===== config.mk =====
export PLATFORM = sky130hd
export DESIGN_NAME = result_collector_flat
export DESIGN_NICKNAME = d
export VERILOG_FILES = /design/src/rtl/nfm_pkg.sv /design/src/rtl/result_collector_if.sv /design/src/rtl/result_collector.sv /design/src/flat_wrapper.sv
export SDC_FILE = /design/constraint.sdc
export NUM_CORES = 1
export LEC_CHECK = 0
export ABC_AREA = 1
export BUFFER_PORTS_ARGS = -buffer_cell sky130_fd_sc_hd__buf_4
export CAP_MARGIN = 20
export CELL_PAD_IN_SITES_DETAIL_PLACEMENT = 1
export CELL_PAD_IN_SITES_GLOBAL_PLACEMENT = 1
export CORE_AREA = 3 3 169 188
export CTS_BUF_LIST = sky130_fd_sc_hd__clkbuf_4
export CTS_CLUSTER_SIZE = 40
export DETAILED_ROUTE_END_ITERATION = 12
export DIE_AREA = 0 0 172 191
export GPL_ROUTABILITY_DRIVEN = 1
export PLACE_DENSITY = 0.73
export SLEW_MARGIN = 20
export SYNTH_ARGS = -nofsm -noshare
export SYNTH_HDL_FRONTEND = slang
export SYNTH_SLANG_ARGS = --single-unit

===== constraint.sdc =====
create_clock -name clk -period 5.3 [get_ports clk]
set_input_delay 1.06 -clock clk [delete_from_list [all_inputs] [get_ports clk]]
set_output_delay 1.06 -clock clk [all_outputs]
set_load 0.1 [all_outputs]

===== src/rtl/nfm_pkg.sv =====
// Shared definitions for the nonlinear datapath back end: default widths,
// result collector state encodings and the derived beat count.
package nfm_pkg;

    localparam int DEF_FIX_POINT_WIDTH = 16;
    localparam int DEF_DATA_NUM        = 16;
    localparam int DEF_LANES           = 4;

    localparam logic [1:0] ST_COLLECT_ENC = 2'b01;
    localparam logic [1:0] ST_DRAIN_ENC   = 2'b10;

    typedef enum logic [1:0] {
        ST_COLLECT = ST_COLLECT_ENC,
        ST_DRAIN   = ST_DRAIN_ENC
    } collect_state_t;

    function automatic int beats_of(input int data_num, input int lanes);
        return data_num / lanes;
    endfunction

    localparam int DEF_BEATS = beats_of(DEF_DATA_NUM, DEF_LANES);

endpackage


===== src/rtl/result_collector_if.sv =====
// Collector bus: controller result beats in, valid/ready result stream and
// status out. The collector uses the slave view, its environment the master view.
interface result_collector_if #(
    parameter int FIX_POINT_WIDTH = nfm_pkg::DEF_FIX_POINT_WIDTH,
    parameter int LANES           = nfm_pkg::DEF_LANES,
    parameter int DATA_NUM        = nfm_pkg::DEF_DATA_NUM
);
    localparam int IW = $clog2(DATA_NUM);

    logic                             valid;
    logic                             finish;
    logic [LANES*FIX_POINT_WIDTH-1:0] din;
    logic                             err_clr;
    logic [FIX_POINT_WIDTH-1:0]       dout;
    logic                             dout_valid;
    logic                             dout_ready;
    logic                             dout_last;
    logic [IW-1:0]                    dout_idx;
    logic                             busy;
    logic                             done;
    logic                             err_short;
    logic                             err_ovf;

    modport slave (
        input  valid, finish, din, err_clr, dout_ready,
        output dout, dout_valid, dout_last, dout_idx, busy, done, err_short, err_ovf
    );

    modport master (
        output valid, finish, din, err_clr, dout_ready,
        input  dout, dout_valid, dout_last, dout_idx, busy, done, err_short, err_ovf
    );

endinterface


===== src/rtl/result_collector.sv =====
// Buffers one job of LANES-wide result beats and streams the results out one
// per valid/ready handshake, flagging short and overflowing jobs.
module result_collector #(
    parameter int FIX_POINT_WIDTH = nfm_pkg::DEF_FIX_POINT_WIDTH,
    parameter int DATA_NUM        = nfm_pkg::DEF_DATA_NUM,
    parameter int LANES           = nfm_pkg::DEF_LANES
) (
    input  logic               clk,
    input  logic               rst,
    result_collector_if.slave  bus
);
    import nfm_pkg::*;

    localparam int W     = FIX_POINT_WIDTH;
    localparam int BEATS = beats_of(DATA_NUM, LANES);
    localparam int CW    = $clog2(BEATS) + 1;
    localparam int IW    = $clog2(DATA_NUM);

    localparam logic [CW-1:0] BEATS_C  = CW'(BEATS);
    localparam logic [CW-1:0] CNT_ONE  = CW'(1);
    localparam logic [CW-1:0] CNT_ZERO = CW'(0);
    localparam logic [IW-1:0] IDX_ONE  = IW'(1);
    localparam logic [IW-1:0] IDX_ZERO = IW'(0);
    localparam logic [IW-1:0] IDX_LAST = IW'(DATA_NUM - 1);

    collect_state_t state_q, state_d;
    logic [CW-1:0]  wr_cnt_q, wr_cnt_d;
    logic [IW-1:0]  rd_idx_q, rd_idx_d;
    logic [W-1:0]   buf_q [DATA_NUM];

    logic [W-1:0]   dout_q;
    logic           dout_valid_q, dout_last_q, busy_q, done_q, err_short_q, err_ovf_q;
    logic [IW-1:0]  dout_idx_q;

    logic           accept_s, ovf_evt_s, short_evt_s, xfer_s, done_s, drain_s;
    logic [CW-1:0]  eff_cnt_s;
    logic [IW-1:0]  wr_base_s;
    logic [W-1:0]   rd_data_s;

    // Next-state logic for the collect/drain FSM and its counters.
    always_comb begin
        accept_s    = (state_q == ST_COLLECT) && bus.valid && (wr_cnt_q < BEATS_C);
        ovf_evt_s   = bus.valid && !accept_s;
        xfer_s      = (state_q == ST_DRAIN) && dout_valid_q && bus.dout_ready;
        eff_cnt_s   = accept_s ? (wr_cnt_q + CNT_ONE) : wr_cnt_q;
        wr_base_s   = IW'(32'(wr_cnt_q) * LANES);
        state_d     = state_q;
        wr_cnt_d    = eff_cnt_s;
        rd_idx_d    = rd_idx_q;
        short_evt_s = 1'b0;
        done_s      = 1'b0;
        case (state_q)
            ST_COLLECT: begin
                if (bus.finish) begin
                    if (eff_cnt_s == BEATS_C) begin
                        state_d  = ST_DRAIN;
                        rd_idx_d = IDX_ZERO;
                    end else begin
                        short_evt_s = 1'b1;
                        wr_cnt_d    = CNT_ZERO;
                    end
                end else begin
                    state_d = ST_COLLECT;
                end
            end
            ST_DRAIN: begin
                if (xfer_s && dout_last_q) begin
                    state_d  = ST_COLLECT;
                    wr_cnt_d = CNT_ZERO;
                    rd_idx_d = IDX_ZERO;
                    done_s   = 1'b1;
                end else if (xfer_s) begin
                    rd_idx_d = rd_idx_q + IDX_ONE;
                end else begin
                    rd_idx_d = rd_idx_q;
                end
            end
            default: begin
                state_d  = ST_COLLECT;
                wr_cnt_d = CNT_ZERO;
                rd_idx_d = IDX_ZERO;
            end
        endcase
    end

    // Data for the next stream output; with a single-beat job, result 0 is
    // being written in the very cycle the drain starts, so bypass it.
    always_comb begin
        drain_s = (state_d == ST_DRAIN);
        if (accept_s && (wr_cnt_q == CNT_ZERO) && (rd_idx_d == IDX_ZERO)) begin
            rd_data_s = bus.din[W-1:0];
        end else begin
            rd_data_s = buf_q[rd_idx_d];
        end
    end

    // Result buffer; contents are don't-care after reset so it has none.
    always_ff @(posedge clk) begin
        if (accept_s) begin
            for (int i = 0; i < LANES; i++) begin
                buf_q[wr_base_s + IW'(i)] <= bus.din[i*W +: W];
            end
        end
    end

    // FSM state, counters, registered stream outputs and sticky error flags.
    always_ff @(posedge clk or negedge rst) begin
        if (!rst) begin
            state_q      <= ST_COLLECT;
            wr_cnt_q     <= CNT_ZERO;
            rd_idx_q     <= IDX_ZERO;
            dout_q       <= {W{1'b0}};
            dout_valid_q <= 1'b0;
            dout_last_q  <= 1'b0;
            dout_idx_q   <= IDX_ZERO;
            busy_q       <= 1'b0;
            done_q       <= 1'b0;
            err_short_q  <= 1'b0;
            err_ovf_q    <= 1'b0;
        end else begin
            state_q      <= state_d;
            wr_cnt_q     <= wr_cnt_d;
            rd_idx_q     <= rd_idx_d;
            dout_q       <= drain_s ? rd_data_s : {W{1'b0}};
            dout_valid_q <= drain_s;
            dout_last_q  <= drain_s && (rd_idx_d == IDX_LAST);
            dout_idx_q   <= drain_s ? rd_idx_d : IDX_ZERO;
            busy_q       <= drain_s;
            done_q       <= done_s;
            // A set event in the same cycle as err_clr wins.
            err_short_q  <= short_evt_s ? 1'b1 : (bus.err_clr ? 1'b0 : err_short_q);
            err_ovf_q    <= ovf_evt_s   ? 1'b1 : (bus.err_clr ? 1'b0 : err_ovf_q);
        end
    end

    assign bus.dout       = dout_q;
    assign bus.dout_valid = dout_valid_q;
    assign bus.dout_last  = dout_last_q;
    assign bus.dout_idx   = dout_idx_q;
    assign bus.busy       = busy_q;
    assign bus.done       = done_q;
    assign bus.err_short  = err_short_q;
    assign bus.err_ovf    = err_ovf_q;

endmodule


===== src/flat_wrapper.sv =====
// flat-port wrapper written by rule: the top's interface ports become plain ports
module result_collector_flat import nfm_pkg::*;
#(
    parameter int FIX_POINT_WIDTH = nfm_pkg::DEF_FIX_POINT_WIDTH,
    parameter int DATA_NUM        = nfm_pkg::DEF_DATA_NUM,
    parameter int LANES           = nfm_pkg::DEF_LANES
)
  (clk, rst, bus_valid, bus_finish, bus_din, bus_err_clr, bus_dout_ready, bus_dout, bus_dout_valid, bus_dout_last, bus_dout_idx, bus_busy, bus_done, bus_err_short, bus_err_ovf);
  result_collector_if #(.FIX_POINT_WIDTH(FIX_POINT_WIDTH), .LANES(LANES), .DATA_NUM(DATA_NUM)) bus_i ();
  input  logic clk;
  input  logic rst;
  input wire logic [$bits(bus_i.valid)-1:0] bus_valid;
  input wire logic [$bits(bus_i.finish)-1:0] bus_finish;
  input wire logic [$bits(bus_i.din)-1:0] bus_din;
  input wire logic [$bits(bus_i.err_clr)-1:0] bus_err_clr;
  input wire logic [$bits(bus_i.dout_ready)-1:0] bus_dout_ready;
  output wire logic [$bits(bus_i.dout)-1:0] bus_dout;
  output wire logic [$bits(bus_i.dout_valid)-1:0] bus_dout_valid;
  output wire logic [$bits(bus_i.dout_last)-1:0] bus_dout_last;
  output wire logic [$bits(bus_i.dout_idx)-1:0] bus_dout_idx;
  output wire logic [$bits(bus_i.busy)-1:0] bus_busy;
  output wire logic [$bits(bus_i.done)-1:0] bus_done;
  output wire logic [$bits(bus_i.err_short)-1:0] bus_err_short;
  output wire logic [$bits(bus_i.err_ovf)-1:0] bus_err_ovf;
  assign bus_i.valid = bus_valid;
  assign bus_i.finish = bus_finish;
  assign bus_i.din = bus_din;
  assign bus_i.err_clr = bus_err_clr;
  assign bus_i.dout_ready = bus_dout_ready;
  assign bus_dout = bus_i.dout;
  assign bus_dout_valid = bus_i.dout_valid;
  assign bus_dout_last = bus_i.dout_last;
  assign bus_dout_idx = bus_i.dout_idx;
  assign bus_busy = bus_i.busy;
  assign bus_done = bus_i.done;
  assign bus_err_short = bus_i.err_short;
  assign bus_err_ovf = bus_i.err_ovf;
  result_collector #(.FIX_POINT_WIDTH(FIX_POINT_WIDTH), .DATA_NUM(DATA_NUM), .LANES(LANES)) u_core (.clk(clk), .rst(rst), .bus(bus_i));
endmodule

==> results.py <==
metrics = {
    "timing": {
        "period_minus_slack_ns": 3.95,
        "finalClockSkew_ns": 0.0753,
        "setup_viol": 0,
        "fin_tns_setup_ns": 0,
        "rsz0062_at_grt": "false",
        "slew_headroom_pct": 32.0,
        "hold_violations": 0,
        "fmax_mhz": 253,
        "worst_slew_pin_slew_ns": 1.02,
        "drv_slew": 0,
        "fin_crit_sh_pct": 74.5,
    },
    "job": {
        "maxCapViolations": 0,
    },
    "synth": {
        "netlist_area_um2": 11900,
        "synthCells": 1033,
        "synth_cell_types": 35,
        "synth.avg_cell_area_um2": 11.6,
        "yosysWarnings": 0,
        "synthesis.nets": 1110,
        "ys_ff_latch": 290,
        "synth.yosys.seq_area_share_pct": 71.5,
    },
    "floorplan": {
        "core-area_um2": 30200,
        "die_area_um2": 32900,
        "die_y_um": 191,
        "rows": 67,
        "io_pins": 96,
        "start_util_pct": 39.6,
        "die_x_um": 172,
    },
    "layout": {
        "fillCellCount": 3332,
        "fin_nets": 1238,
        "final_common_cell": "nand2_1",
        "drive_above_1_share_pct": 20.9,
        "multiInputGateArea_um2": 2970,
        "final_util_pct": 46.2,
        "final_cells": 1600,
        "syn_to_final_growth_pct": 16.6,
        "final_cell_mix": "297 x nand2_1, 256 x edfxtp_1, 239 x nand3_1",
        "register_area_um2": 8540,
    },
    "outcome": {
        "status": "complete, no violations",
    },
    "clocking": {
        "hold_buffers": 0,
        "cts_setup_buffers": 0,
        "cts_root_buf": "clkbuf_4",
        "cts.sinks": 290,
        "clock_path_buffers": 3,
        "cts_buffers": 75,
        "clk_latency_ns": 0.75,
        "clk_pin_slew_worst_paths_ns": 0.06,
        "cts_tree": "built",
        "htree_levels": 3,
        "cts_resized": 0,
    },
    "global_routing": {
        "grtUsageTotal_pct": 18.6,
        "grt_max_degree": 97,
        "antenna_found_initial": 4,
        "grt_pass1_wl_mm": 47.2,
        "overflow": 0,
        "first_global_vias": 8858,
    },
    "pwr": {
        "power_density_nw_per_um2": 394,
        "p_leak_nw": 5.51,
        "peakVddDrop_mv": 0.184,
    },
    "detailed_routing": {
        "drc": 0,
        "wirelength_mm": 30.2,
        "dr_total_vias": 8258,
        "drt-initial-drc-count": 543,
        "wl_per_cell_um": 18.9,
        "via_per_inst": 5.16,
        "ant_nets": 0,
        "drt_pass1_iterations": 4,
    },
    "setup_path": {
        "cp.arrival_ns": 4.57,
        "cp-start-kind": "register",
        "critPathTopFamily": "simple AND/OR/NAND/NOR gates",
        "crit_buf_inv": 2,
        "crit_chain": "ha_1 -> nand3_1 -> nand2_1 -> nand2_2 -> nand4_4 -> nand2_1 -> nand2_4 -> buf_4 -> nand3_1 -> nand3_1 -> nand2_1 -> nand2_1 -> nand2_1 -> inv_1 -> nand2_1 -> a21oi_1",
        "critPathMaxStageDelay_ns": 0.85,
        "cp_common_cell": "nand2_1",
        "crit_path_end_kind": "register",
        "crit_fanout": 96,
        "slowest_stage": "buf_4",
        "worst-setup-path-type": "register to register",
        "crit_required_ns": 5.92,
    },
    "place": {
        "dp_hpwl_mm": 18.0,
        "dp_cells": 1463,
        "gp_congestion": 0.802,
        "port_buffers": 95,
    },
    "worst_hold_path": {
        "min_path_type": "input pin to async pin",
    },
}
-- routing by layer --
layer | track usage (%) | routed length [um] | up-vias
met1 | 22.8 | 12800 | 4080
met2 | 31.7 | 15100 | 209
li1 | - | - | 3911
met3 | 4.69 | 1610 | 54
met5 | 0 | 27 | -
met4 | 7.00 | 706 | 4
-- power by group --
| part | internal (mW) | switching, mW |
|---|---|---|
| combinational | 0.173 | 0.593 |
| clock | 0.975 | 0.918 |
| sequential | 2.77 | 0.0653 |
-- kinds of logic after synthesis --
logic type / count (synthesis) / synth area share (%)
xor gates and xnor gates: 1 / 0.0733
buffers and inverters: 103 / 4.10
DFF: 290 / 71.5
and+or+nand+nor: 581 / 21.3
AOI/OAI and AO/OA: 51 / 2.30
adders and majority gates: 7 / 0.733
-- state kept, by name, summed over array words and instances, names as in the netlist --
name and count:
u_core.buf_q 256, u_core.bus.done 1, u_core.bus.dout 16, u_core.bus.dout_idx 4, u_core.bus.dout_last 1, u_core.bus.dout_valid 1, u_core.bus.err_ovf 1, u_core.bus.err_short 1
u_core.rd_idx_q 4, u_core.state_q 2, u_core.wr_cnt_q 3
-- cell usage after synthesis, drive strengths merged --
cell	instances	area (um2)
nor2	30	123
nand3	239	1200
o211ai	2	15.0
nor3	1	5.00
buf	44	268
ha	7	87.6
clkinv	9	33.8
a31oi	1	6.26
o21ai	25	129
dfstp	1	26.3
o22ai	2	12.5
and3	1	6.26
nand2	302	1140
edfxtp	256	7690
dfrtp	33	826
nand3b	2	15.0
a21oi	21	113
nand4	4	46.3
xor2	1	8.76
or2	2	12.5
clkbuf	17	65.1
inv	33	124
-- final timing paths --
| kind | start | endpoint | slack (ns) | depth (start not counted) |
|---|---|---|---|---|
| max | u_core.state_q[0] | u_core.bus.dout[11] | 1.35 | 16 |
| min | rst | u_core.bus.dout[15] | 0.28 | 1 |
| max reg2reg | u_core.state_q[0] | u_core.bus.dout[11] | 1.35 | 16 |
| min reg2reg | u_core.bus.dout_last | u_core.bus.done | 0.49 | 2 |
| max in group asynchronous | rst | u_core.bus.dout[9] | 4.61 | 1 |
| min in group clk | u_core.bus.dout_last | u_core.bus.done | 0.49 | 2 |
-- final cells by class --
cell class              count  share of cell area, %
flip-flops and latches    290                   61.3
multi-input cells         640                   21.3
repair buffers            112                   6.03
clock buffers             105                   5.66
well taps                 379                   3.40
clock inverters            29                   1.14
inverters                  42                   1.13
diodes                      3                 0.0539
-- stage by stage --
stage | power [mW] | hold slack [ns] | area, um2 | setup WS (ns)
6_report | 5.49 | 0.275 | 13900 | 1.35
5_1_grt | 5.78 | 0.261 | 13900 | 0.983
3_3_place_gp | 3.63 | 0.510 | 13000 | 1.36
4_1_cts | 5.57 | 0.218 | 13900 | 1.37
3_5_place_dp | 3.66 | 0.518 | 13000 | 1.25
2_1_floorplan | 3.37 | 0.562 | 11900 | 0.369
Note: power is estimated with default switching activity, not from simulation.
